## config.mk

```make
export PLATFORM = sky130hd
export DESIGN_NAME = image_fetch_streamer
export DESIGN_NICKNAME = d
export VERILOG_FILES = /design/src/rtl/image_fetch_streamer.sv
export SDC_FILE = /design/constraint.sdc
export NUM_CORES = 1
export LEC_CHECK = 0
export CORE_ASPECT_RATIO = 1.4
export CORE_MARGIN = 4
export CORE_UTILIZATION = 56
export CTS_CLUSTER_SIZE = 40
export DETAILED_ROUTE_END_ITERATION = 8
export MAX_ROUTING_LAYER = met4
export PLACE_DENSITY_LB_ADDON = 0.08
export SYNTH_ARGS = -nofsm -noshare
export SYNTH_HDL_FRONTEND = slang
export SYNTH_SLANG_ARGS = --single-unit
```

## constraint.sdc

```tcl
create_clock -name clk -period 5.7 [get_ports clk]
set_clock_uncertainty 0.1 [all_clocks]
set_input_delay 1.425 -clock clk [delete_from_list [all_inputs] [get_ports clk]]
set_output_delay 1.425 -clock clk [all_outputs]
set_load 0.02 [all_outputs]
```

## src/rtl/image_fetch_streamer.sv

```systemverilog
// Reads one image record from the image ROM and streams its pixel words to the
// first MLP layer over valid/ready, capturing the trailing label word separately.
module image_fetch_streamer #(
    parameter int numImages    = 1797,
    parameter int imageSize    = 65,
    parameter int addressWidth = 17,
    parameter int dataWidth    = 16,
    parameter int indexWidth   = 11,
    parameter int fifoDepth    = 4
) (
    input  logic                    clk,
    input  logic                    rst,
    input  logic                    start,
    input  logic [indexWidth-1:0]   img_idx,
    output logic                    busy,
    output logic                    done,
    output logic                    err,
    output logic                    rom_ren,
    output logic [addressWidth-1:0] rom_radd,
    input  logic [dataWidth-1:0]    rom_data,
    output logic [dataWidth-1:0]    pix_data,
    output logic                    pix_valid,
    input  logic                    pix_ready,
    output logic                    pix_last,
    output logic [dataWidth-1:0]    label,
    output logic                    label_valid
);
    // Handshake: a pixel moves when pix_valid && pix_ready on a rising edge;
    // pix_valid never drops and pix_data never changes until that happens.

    localparam int CntW = $clog2(imageSize + 1);
    localparam int PtrW = (fifoDepth > 1) ? $clog2(fifoDepth) : 1;
    localparam int OccW = $clog2(fifoDepth + 1) + 1;

    typedef enum logic [1:0] {IDLE, SETUP, FETCH, DRAIN} state_t;

    state_t                  state, state_next;
    logic [indexWidth-1:0]   idx_q;
    logic [addressWidth-1:0] base;
    logic [CntW-1:0]         rd_cnt;
    logic                    inflight, inflight_last, inflight_label;
    logic [dataWidth-1:0]    mem_data [fifoDepth];
    logic                    mem_last [fifoDepth];
    logic [PtrW-1:0]         wr_ptr, rd_ptr;
    logic [OccW-1:0]         fifo_count;
    logic [dataWidth-1:0]    label_q;
    logic                    label_valid_q;
    logic                    err_q;

    logic start_ok, issue_ok, push, pop, drain_ok;

    always_comb begin
        start_ok = start && ({1'b0, img_idx} < (indexWidth + 1)'(numImages));
        // Credit check on registered occupancy keeps one slot free for the
        // word returning this cycle, so the FIFO can never overflow.
        issue_ok = (state == FETCH) &&
                   ((fifo_count + OccW'(inflight)) < OccW'(fifoDepth - 1));
        push     = inflight && !inflight_label;
        pix_valid = (fifo_count != '0);
        pop      = pix_valid && pix_ready;
        drain_ok = (fifo_count == '0) && !inflight && label_valid_q;
    end

    always_comb begin
        state_next = state;
        case (state)
            IDLE:  if (start_ok) state_next = SETUP;
            SETUP: state_next = FETCH;
            FETCH: if (issue_ok && (rd_cnt == CntW'(imageSize - 1))) state_next = DRAIN;
            DRAIN: if (drain_ok) state_next = IDLE;
            default: state_next = IDLE;
        endcase
    end

    always_comb begin
        done        = (state == DRAIN) && drain_ok;
        busy        = (state != IDLE) && !done;
        err         = err_q;
        rom_ren     = issue_ok;
        rom_radd    = issue_ok ? (base + addressWidth'(rd_cnt)) : '0;
        pix_data    = pix_valid ? mem_data[rd_ptr] : '0;
        pix_last    = pix_valid ? mem_last[rd_ptr] : 1'b0;
        label       = label_q;
        label_valid = label_valid_q;
    end

    always_ff @(posedge clk) begin
        if (rst) begin
            state          <= IDLE;
            idx_q          <= '0;
            base           <= '0;
            rd_cnt         <= '0;
            inflight       <= 1'b0;
            inflight_last  <= 1'b0;
            inflight_label <= 1'b0;
            wr_ptr         <= '0;
            rd_ptr         <= '0;
            fifo_count     <= '0;
            label_q        <= '0;
            label_valid_q  <= 1'b0;
            err_q          <= 1'b0;
        end else begin
            state <= state_next;
            err_q <= (state == IDLE) && start && !start_ok;
            if ((state == IDLE) && start_ok) begin
                idx_q         <= img_idx;
                label_valid_q <= 1'b0;
            end
            if (state == SETUP) begin
                base   <= addressWidth'(idx_q) * addressWidth'(imageSize);
                rd_cnt <= '0;
            end
            if (issue_ok) rd_cnt <= rd_cnt + 1'b1;
            inflight       <= issue_ok;
            inflight_last  <= issue_ok && (rd_cnt == CntW'(imageSize - 2));
            inflight_label <= issue_ok && (rd_cnt == CntW'(imageSize - 1));
            if (inflight && inflight_label) begin
                label_q       <= rom_data;
                label_valid_q <= 1'b1;
            end
            if (push) wr_ptr <= (wr_ptr == PtrW'(fifoDepth - 1)) ? '0 : wr_ptr + 1'b1;
            if (pop)  rd_ptr <= (rd_ptr == PtrW'(fifoDepth - 1)) ? '0 : rd_ptr + 1'b1;
            case ({push, pop})
                2'b10:   fifo_count <= fifo_count + 1'b1;
                2'b01:   fifo_count <= fifo_count - 1'b1;
                default: fifo_count <= fifo_count;
            endcase
        end
    end

    // Storage needs no reset: occupancy and pointers define what is valid.
    always_ff @(posedge clk) begin
        if (push) begin
            mem_data[wr_ptr] <= rom_data;
            mem_last[wr_ptr] <= inflight_last;
        end
    end

endmodule

```

Word-level counts from Yosys, hierarchy flattened
Memories as Yosys holds them, arrays and structs flattened. A register that Yosys moved wholly into a read port is not among the register bits.
Index checks and enable logic that the tools add are counted.
- register bits: 66
- memory bits (writable): 68
- input port bits: 31
- memories: 2
- memories (memory ; depth ; width ; read ports ; clocked after Yosys merged registers in ; wr ports ; RTL line ; RTL):
    mem_data ; 4 ; 16 ; 1 ; 1 ; 1 ; 42 ; logic [dataWidth-1:0] mem_data [fifoDepth];
    mem_last ; 4 ; 1 ; 1 ; 1 ; 1 ; 43 ; logic mem_last [fifoDepth];
- add/subtract/negate cells: 7
- multipliers: 1
- order comparisons: 2
- equal/unequal tests: 12
- mux-type cells: 20
- reduce and logical (&&, ||, !) cells: 26
- operator list (operator ; count):
    2-bit 2-to-1 mux ; 9
    17-bit by 7-bit adder with 17-bit output ; 1
    11-bit by 7-bit multiplier with 17-bit output (second input constant) ; 1
    17-bit 2-to-1 mux ; 1
    16-bit 2-to-1 mux ; 1
    1-bit logical AND ; 14
    7-bit 2-to-1 mux ; 2
    11-bit < comparator (second input constant) ; 1
    2-bit equality test (second input constant) ; 5
    2-bit one-hot mux with 4 select lines ; 1
    4-bit one-hot mux with 2 select lines ; 1
    2-bit nonzero test ; 4
    7-bit by 1-bit adder with 7-bit output (second input constant) ; 1
    7-bit by 6-bit equality test with 1-bit output (second input constant) ; 1
    7-bit equality test (second input constant) ; 1
    1-bit 2-to-1 mux ; 5
    2-bit by 1-bit adder with 2-bit output (second input constant) ; 2
    4-bit by 1-bit adder with 4-bit output ; 1
    4-bit by 1-bit adder with 4-bit output (second input constant) ; 1
    2-bit by 1-bit equality test with 1-bit output (second input constant) ; 2
    1-bit zero test ; 4
    4-bit zero test ; 1
    4-bit by 2-bit < comparator with 1-bit output (second input constant) ; 1
    2-bit != test (second input constant) ; 2
    5 further kinds ; 5

Longest topological paths before layout
- depth after elaboration: 6
- depth in mapped cells: 11
- mapped depth without buffers: 10

Worst setup path after synthesis
Ideal clock, no wire load.
- path kind: flip-flop to output port
- start point: reg inflight
- end point: out rom_radd[2]
- arrival: 2174 ps
- required time: 4175 ps
- slack: 2001 ps
- cell stages (with the launch flop): 9
- path through: dfxtp_1 -> ha_1 -> ha_1 -> nand2_1 -> nand2_1 -> or3_1 -> buf_2 -> buf_1 -> nor3_1
- longest elaborated chain between the ends: 4
- RTL lines (element ; RTL line ; RTL):
    start, declared ; 41 ; logic inflight, inflight_last, inflight_label;
    start signal, assigned ; 114 ; inflight <= issue_ok;
    4-bit by 1-bit adder with 4-bit output ; 57 ; ((fifo_count + OccW'(inflight)) < OccW'(fifoDepth - 1));
    4-bit by 2-bit < comparator with 1-bit output ; 57 ;
    1-bit logical AND ; 56 ; issue_ok = (state == FETCH) &&
    17-bit 2-to-1 mux ; 80 ; rom_radd = issue_ok ? (base + addressWidth'(rd_cnt)) : '0;
    end, declared ; 19 ; output logic [addressWidth-1:0] rom_radd,
Every way passes these cells.

Worst setup path in the final report
- start point: reg rd_cnt[0]
- end point: out rom_radd[16]
- longest elaborated chain between the ends: 2
- RTL lines (element ; RTL line ; RTL):
    start, declared ; 40 ; logic [CntW-1:0] rd_cnt;
    start signal, assigned ; 113 ; if (issue_ok) rd_cnt <= rd_cnt + 1'b1;
    17-bit by 7-bit adder with 17-bit output ; 80 ;
    17-bit 2-to-1 mux ; 80 ;
Every way passes these cells.

==> flow_summary.json <==
{
  "viasPerCell": 5.57,
  "layout_common_cells": "clkdlybuf4s50_1 (85), dfxtp_1 (68), edfxtp_1 (68)",
  "clock-sinks": 136,
  "peakVddDrop_v": 0.000373,
  "grt_pass1_wl_mm": 21.7,
  "maxCapViolCount": 0,
  "cts_resized": 0,
  "synth_area_per_cell_sq_um": 11.4,
  "worstPathMaxFanout": 6,
  "route.detailed.drc": 0,
  "cp.arrival_ps": 3180,
  "worst_setup_path_end_kind": "output pin",
  "n_antenna_cell": 0,
  "r2r_cells": 10,
  "tightest_slew_ps": 934,
  "power-per-cell-area_nw_per_um2": 384,
  "hpwl_mm": 8.89,
  "synth_nets": 620,
  "routed_wl_mm": 13.2,
  "wl_per_cell_um": 16.7,
  "dr.first_iter.drc_count": 160,
  "final_nets": 704,
  "setup_ws_ps": 991,
  "ys.flop_type": "edfxtp_1",
  "portBuffers": 86,
  "ant_nets": 0,
  "die_y_um": 134,
  "cts.clk_slew.worst_paths_ps": 60,
  "dr_total_vias": 4407,
  "synth_cells": 553,
  "yosysSeqAreaShare": 0.539,
  "grt_util_all_layers": 0.217,
  "max_clock_freq_mhz": 212,
  "critical_path_class": "reg -> out",
  "min_period_ps": 4710,
  "netlist_area_sq_um": 6310,
  "cts_tree": "yes",
  "p_leak_nw": 2.81,
  "io_pins": 87,
  "fin_crit_sh": 0.826,
  "syn_to_final_growth_pct": 24.8,
  "synth.top_cells.by_area": "edfxtp_1 (32%), dfxtp_1 (22%), ha_1 (6.5%)",
  "setup_violations": 0,
  "synth.largest_area_cell": "edfxtp_1",
  "clk_latency_ps": 410,
  "cts-buffers-inserted": 17,
  "required_ps": 4180,
  "core.rowCount": 45,
  "holdBufCountCts": 0,
  "layout_commonest_cell": "clkdlybuf4s50_1",
  "hp-class": "reg -> reg",
  "gp_congestion": 0.810,
  "fp.dieW_um": 97.7,
  "min_path_cells": 2,
  "ys_ff_latch": 136,
  "start_util": 0.578,
  "ys_types": 49,
  "drive_gt1_frac": 0.0923,
  "pre_cts_ws_ps": 1400,
  "grt_max_degree": 70,
  "rsz0062_at_grt": "no",
  "crit_path_start_kind": "flop",
  "slew_violations": 0,
  "first_pass_iters": 4,
  "outcome": "complete, no violations",
  "h-tree-depth": 4,
  "cts_buffer_depth": 2,
  "synth_top_area_share": 0.323,
  "die_area_sq_um": 13100,
  "yosysWarnings": 0,
  "postCtsSetupBuffers": 0,
  "antenna_found_initial": 0,
  "finalSetupTns_ps": 0,
  "hold_violations": 0,
  "async_flop_share": 0,
  "cts_root_buf": "clkbuf_16",
  "max_slew_margin": 0.378,
  "grt-ovfl-total": 0,
  "synth_edf_count": 68,
  "grt_pass1_vias": 4388,
  "core_area_sq_um": 10900
}
sequential cells by signal (all words and copies together), names as in the netlist, 4 cells and up, named ones only:
register    count
base           17
fifo_count      4
idx_q          11
label          16
mem_data       64
mem_last        4
rd_cnt          7
worst max-delay path, stage by stage, from the launching register on:
cell             delay [ps]
dfxtp_1                 410
ha_1                    200
inv_1                    50
fa_1                    380
nor2b_1                 200
o31ai_1                 200
a2111oi_0               510
xnor2_1                 110
nor2_1                  100
clkdlybuf4s50_1         610
metrics by stage:
step                hold slack [ps]   util  instances  power, mW  cell area [sq um]
finish                          355  0.722        791       3.03               7880
global route                    370  0.722        791       3.18               7880
CTS                             354  0.722        791       3.05               7880
detailed placement              346  0.666        759       1.94               7280
global placement                340  0.666        759       1.93               7280
floorplan                       338      -        553       1.70               6310
worst paths after layout:
check	startpoint	end	slack, ps
setup / recovery	rd_cnt[0]	rom_radd[16]	990
hold / removal	label[0]	label[0]	350
setup reg to reg	fifo_count[0]	fifo_count[3]	2430
hold reg to reg	label[0]	label[0]	350
logic make-up after synthesis:
| family | Yosys count | share of synthesized area |
|---|---|---|
| compound gates | 88 | 0.0868 |
| buf+inv | 43 | 0.0262 |
| fa+ha+maj | 36 | 0.0749 |
| mux | 42 | 0.100 |
| simple gates | 189 | 0.146 |
| flops | 136 | 0.539 |
| xor+xnor | 19 | 0.0264 |
metal layers:
| metal | vias to the layer above | share of wire | wire (um) | track usage |
|---|---|---|---|---|
| met3 | 20 | 0.042 | 552 | 0.0461 |
| li1 | 2169 | - | - | - |
| met1 | 2122 | 0.41 | 5450 | 0.248 |
| met4 | 0 | 0.015 | 194 | 0.0739 |
| met5 | - | 0 | 0 | - |
| met2 | 96 | 0.53 | 7000 | 0.378 |
cells in the mapped netlist, types with 6 or more instances:
| cell type | n |
|---|---|
| clkbuf_1 | 16 |
| nand3_1 | 8 |
| buf_1 | 6 |
| nand2_1 | 52 |
| mux4_2 | 17 |
| nor2b_1 | 6 |
| a21o_1 | 6 |
| nor3_1 | 6 |
| ha_1 | 33 |
| edfxtp_1 | 68 |
| a21oi_1 | 41 |
| nor2_1 | 57 |
| inv_1 | 18 |
| and2_1 | 24 |
| xnor2_1 | 16 |
| dfxtp_1 | 68 |
| o21ai_0 | 14 |
| or3_1 | 9 |
| a211oi_1 | 11 |
| mux2i_1 | 24 |
final cells by class:
cell class              count  area (sq um)
repair buffers             90           886
fillers                   772          3040
flip-flops and latches    136          3400
clock inverters            14           174
multi-input cells         374          2750
clock buffers              18           429
inverters                  18          67.6
well taps                 141           176
power by group:
part / internal (mW) / switching, mW / leakage (nW)
clock: 0.691 / 0.418 / 0.283
sequential: 1.10 / 0.0655 / 1.16
combinational: 0.349 / 0.401 / 1.37
Power figures use the tool's default switching activity.
